===== config.mk =====
export PLATFORM = sky130hd
export DESIGN_NAME = shift_sub_divider
export DESIGN_NICKNAME = d
export VERILOG_FILES = /design/src/rtl/shift_sub_divider_pkg.sv /design/src/rtl/shift_sub_divider_div_step.sv /design/src/rtl/shift_sub_divider.sv
export SDC_FILE = /design/constraint.sdc
export NUM_CORES = 1
export LEC_CHECK = 0
export BUFFER_PORTS_ARGS = -buffer_cell sky130_fd_sc_hd__buf_2
export CAP_MARGIN = 20
export CORE_MARGIN = 5
export CORE_UTILIZATION = 41
export DETAILED_ROUTE_END_ITERATION = 10
export GPL_ROUTABILITY_DRIVEN = 0
export PLACE_DENSITY = 0.63
export RECOVER_POWER = 50
export SLEW_MARGIN = 20
export SYNTH_ARGS = -nofsm -noshare
export SYNTH_HDL_FRONTEND = slang
export SYNTH_SLANG_ARGS = --single-unit

===== constraint.sdc =====
create_clock -name i_clk -period 2.6 [get_ports i_clk]
set_input_delay 0.39 -clock i_clk [delete_from_list [all_inputs] [get_ports i_clk]]
set_output_delay 0.39 -clock i_clk [all_outputs]
set_load 0.005 [all_outputs]

===== src/rtl/shift_sub_divider_pkg.sv =====
// Shared arithmetic definitions for the shift/subtract divider: FSM states,
// counter sizing and the divide-by-zero quotient.
package shift_sub_divider_pkg;

   typedef enum logic [1:0] {
      IDLE = 2'd0,
      RUN  = 2'd1,
      DONE = 2'd2
   } state_t;

   localparam int DEFAULT_WIDTH = 4;

   // Counter must hold 0..width, so it needs clog2(width+1) bits.
   function automatic int cnt_width(input int width);
      return $clog2(width + 1);
   endfunction

   // Divide-by-zero quotient: all ones at the given width.
   function automatic logic [31:0] dbz_quotient(input int width);
      return (width >= 32) ? 32'hffff_ffff : ((32'd1 << width) - 32'd1);
   endfunction

endpackage


===== src/rtl/shift_sub_divider_div_step.sv =====
// One restoring-division iteration: shift the next dividend bit into the
// partial remainder, then subtract the divisor if it fits.
module shift_sub_divider_div_step #(
   parameter int WIDTH = 4
) (
   input  logic [WIDTH:0]   rem_in,
   input  logic             dividend_msb,
   input  logic [WIDTH-1:0] divisor,
   output logic [WIDTH:0]   rem_out,
   output logic             q_bit
);

   logic [WIDTH:0] shifted;
   logic [WIDTH:0] divisor_ext;

   // rem_in is always below divisor, so its top bit is zero and dropping it
   // in the shift loses nothing.
   assign shifted     = {rem_in[WIDTH-1:0], dividend_msb};
   assign divisor_ext = {1'b0, divisor};

   always_comb begin
      rem_out = shifted;
      q_bit   = 1'b0;
      if (shifted >= divisor_ext) begin
         rem_out = shifted - divisor_ext;
         q_bit   = 1'b1;
      end
   end

endmodule


===== src/rtl/shift_sub_divider.sv =====
// Sequential unsigned restoring divider, one quotient bit per clock.
// Handshake: i_start is accepted only when o_busy=0; o_valid pulses for one cycle when results load.
module shift_sub_divider
   import shift_sub_divider_pkg::*;
#(
   parameter int WIDTH = DEFAULT_WIDTH
) (
   input  logic             i_clk,
   input  logic             i_rst,
   input  logic             i_start,
   input  logic [WIDTH-1:0] i_dividend,
   input  logic [WIDTH-1:0] i_divisor,
   output logic             o_busy,
   output logic             o_valid,
   output logic [WIDTH-1:0] o_quotient,
   output logic [WIDTH-1:0] o_remainder,
   output logic             o_div_by_zero,
   output logic [1:0]       o_state
);

   localparam int CW = cnt_width(WIDTH);
   localparam logic [CW-1:0]    LAST_ITER = CW'(WIDTH - 1);
   localparam logic [WIDTH-1:0] DBZ_Q     = WIDTH'(dbz_quotient(WIDTH));

   state_t           state;
   logic [WIDTH-1:0] dvd_sh;
   logic [WIDTH-1:0] dvs;
   logic [WIDTH:0]   rem;
   logic [WIDTH-1:0] quo;
   logic [CW-1:0]    cnt;

   logic [WIDTH:0]   rem_next;
   logic             q_bit;
   logic [WIDTH-1:0] quo_next;

   shift_sub_divider_div_step #(.WIDTH(WIDTH)) u_step (
      .rem_in       (rem),
      .dividend_msb (dvd_sh[WIDTH-1]),
      .divisor      (dvs),
      .rem_out      (rem_next),
      .q_bit        (q_bit)
   );

   assign quo_next = {quo[WIDTH-2:0], q_bit};
   assign o_state  = state;

   always_ff @(posedge i_clk or posedge i_rst) begin
      if (i_rst) begin
         state         <= IDLE;
         dvd_sh        <= '0;
         dvs           <= '0;
         rem           <= '0;
         quo           <= '0;
         cnt           <= '0;
         o_busy        <= 1'b0;
         o_valid       <= 1'b0;
         o_quotient    <= '0;
         o_remainder   <= '0;
         o_div_by_zero <= 1'b0;
      end else begin
         case (state)
            IDLE: begin
               if (i_start) begin
                  dvd_sh <= i_dividend;
                  dvs    <= i_divisor;
                  o_busy <= 1'b1;
                  if (i_divisor == '0) begin
                     // Skip the iterations; results load on DONE entry.
                     state         <= DONE;
                     o_valid       <= 1'b1;
                     o_quotient    <= DBZ_Q;
                     o_remainder   <= i_dividend;
                     o_div_by_zero <= 1'b1;
                  end else begin
                     state <= RUN;
                     rem   <= '0;
                     quo   <= '0;
                     cnt   <= '0;
                  end
               end
            end
            RUN: begin
               rem    <= rem_next;
               quo    <= quo_next;
               dvd_sh <= dvd_sh << 1;
               cnt    <= cnt + 1'b1;
               if (cnt == LAST_ITER) begin
                  state         <= DONE;
                  o_valid       <= 1'b1;
                  o_quotient    <= quo_next;
                  o_remainder   <= rem_next[WIDTH-1:0];
                  o_div_by_zero <= 1'b0;
               end
            end
            DONE: begin
               state   <= IDLE;
               o_valid <= 1'b0;
               o_busy  <= 1'b0;
            end
            default: begin
               state   <= IDLE;
               o_valid <= 1'b0;
               o_busy  <= 1'b0;
            end
         endcase
      end
   end

endmodule

==> impl_metrics.env <==
export IMPL_cts_sinks=31
export IMPL_mostFrequentLayoutCell="dfrtp_1"
export IMPL_postCtsSetupBuffers=0
export IMPL_num_vias=1166
export IMPL_grt_max_degree=32
export IMPL_num_rows=22
export IMPL_end_kind="flip-flop"
export IMPL_first_iter_violations=63
export IMPL_drc=0
export IMPL_synth_seq_cells=31
export IMPL_final_nets=189
export IMPL_insertion_delay_ps=280
export IMPL_fp_dieW_um=71.5
export IMPL_final_cell_mix="dfrtp_1, nand2_1, buf_2"
export IMPL_postCtsHoldBufs=0
export IMPL_grt_pass1_vias=1213
export IMPL_stdcell_count=220
export IMPL_slew_headroom_pct=-10.8
export IMPL_irDropWorstVdd_uv=497
export IMPL_fin_crit_ps=1930
export IMPL_synth_distinct_cells=40
export IMPL_crit_path_start_kind="flip-flop"
export IMPL_syn_area_um2=1550
export IMPL_overflow=0
export IMPL_criticalPathCategory="flip-flop to flip-flop"
export IMPL_finalCritPeriodShare_pct=74.2
export IMPL_grt_pass1_wl_um=5720
export IMPL_crit_arrival_ps=2140
export IMPL_worst_pin_slew_ps=1660
export IMPL_yosysWarnings=0
export IMPL_antenna_cells=0
export IMPL_hold_depth=2
export IMPL_cap_violations=1
export IMPL_layout_setup_ws_ps=670
export IMPL_fmax_mhz=518
export IMPL_drive_above_1_share_pct=22.1
export IMPL_clockBufferDepth=2
export IMPL_synthArstFlopShare_pct=100
export IMPL_synth_flop_cell="dfrtp_1"
export IMPL_port_buffers=23
export IMPL_ant_nets=0
export IMPL_cts_root_buf="clkbuf_8"
export IMPL_synthCells=145
export IMPL_die_area_um2=5110
export IMPL_post_cts_resized=0
export IMPL_hpwl_um=2490
export IMPL_synth_edff_count=0
export IMPL_syn_nets=163
export IMPL_dp_cells=212
export IMPL_required_ps=2810
export IMPL_antenna_found_initial=0
export IMPL_placement_cell_area_um2=1700
export IMPL_pre_cts_ws_ps=674
export IMPL_finalHoldViolCount=0
export IMPL_h_tree_depth=2
export IMPL_avgSynthCellArea_um2=10.7
export IMPL_pwr_density_cell_nw_per_um2=1410
export IMPL_drt_pass1_iterations=4
export IMPL_violations="capacitance limit, slew limit"
export IMPL_finalSetupTns_ps=0
export IMPL_final_max_slew_viol_count=32
export IMPL_track_usage_pct=14.8
export IMPL_rsz0062_at_grt="no"
export IMPL_status="complete, but fails checks"
export IMPL_clk_pin_slew_ps=60
export IMPL_hold_path_class="primary input to flip-flop"
export IMPL_fin_skew_ps=2.09
export IMPL_p_leak_uw=0.000800
export IMPL_wire_per_inst_um=15.2
export IMPL_crit_fanout=4
export IMPL_cts_tree="built"
export IMPL_die_h_um=71.5
export IMPL_r2r_cells=5
export IMPL_via_per_inst=5.30
export IMPL_cts_buffers=5
export IMPL_area_growth_syn_to_layout_pct=16.2
export IMPL_postLayoutCellArea_um2=1800
export IMPL_initial_core_util_pct=42.4
export IMPL_io_pins=24
export IMPL_core_area_um2=3660
export IMPL_drt_wl_total_um=3350
export IMPL_seq_area_frac_synth_pct=50.0
export IMPL_setup_viol=0
report_power, final:
part / switching, uW / internal (uW)
Clock: 179 / 310
Combinational: 672 / 521
Sequential: 152 / 715
Total: 1000 / 1550
synth_stat cells, types with 3 or more instances:
cell type,count,area [um2]
nand3_1,3,15.0
o211ai_1,4,30.0
ha_1,6,75.1
o21ai_0,11,55.1
nor2_1,4,15.0
a21oi_1,7,35.0
and2_1,3,18.8
or4_1,3,22.5
a22o_1,5,43.8
dfrtp_1,31,776
a41oi_2,3,48.8
inv_1,9,33.8
o22a_1,3,26.3
o21a_1,3,22.5
a31oi_1,4,25.0
nand2_1,19,71.3
cell type report:
type / instances / area (um2)
flip-flops and latches: 31 / 776
repair buffers: 24 / 114
fillers: 359 / 1860
inverters: 10 / 38.8
clock inverters: 2 / 35.0
multi-input cells: 99 / 697
well taps: 48 / 60.1
clock buffers: 6 / 82.6
registers in the layout, indices dropped and copies added, names as in the netlist:
signal         flops
cnt                3
o_quotient         4
quo                3
rem                4
o_state            2
o_valid            1
dvs                4
o_busy             1
dvd_sh             4
o_remainder        4
o_div_by_zero      1
critical path, stage by stage, from the launching register on:
cell	delay, ps
dfrtp_1	400
inv_1	60
ha_1	210
fa_1	420
or4_1	580
a41oi_2	190
per-layer routing:
metal	global-route usage (%)	wire [um]	part of all wire, %	vias to the layer above
li1	-	-	-	582
met1	19.3	1650	49	552
met2	21.2	1400	42	28
met3	7.29	247	7.4	4
met4	5.64	51	1.5	0
met5	0	0	0	-
final timing paths:
check,from,end,slack (ps)
max,dvd_sh[3],o_remainder[1],670
min,i_dividend[0],dvd_sh[0],340
max reg2reg,dvd_sh[3],o_remainder[1],670
min reg2reg,o_busy,o_busy,490
max in group asynchronous,i_rst,rem[3],960
min in group asynchronous,i_rst,o_busy,680
cell families after synthesis:
kind of cell	after synthesis	share of synthesized area (%)
fa+ha+maj	7	6.13
mux	2	1.45
simple gates	45	15.0
compound gates	44	21.8
buf+inv	15	5.08
flops	31	50.0
xor+xnor	1	0.565
metrics by stage:
step	hold WS (ps)	power (uW)	utilization, %
after floorplan	442	1760	-
after global placement	457	2050	46.4
after detailed placement	477	2080	46.4
after CTS	186	2580	49.6
after global routing	330	2770	49.2
final	337	2550	49.2
(Power assumes the default switching activity.)
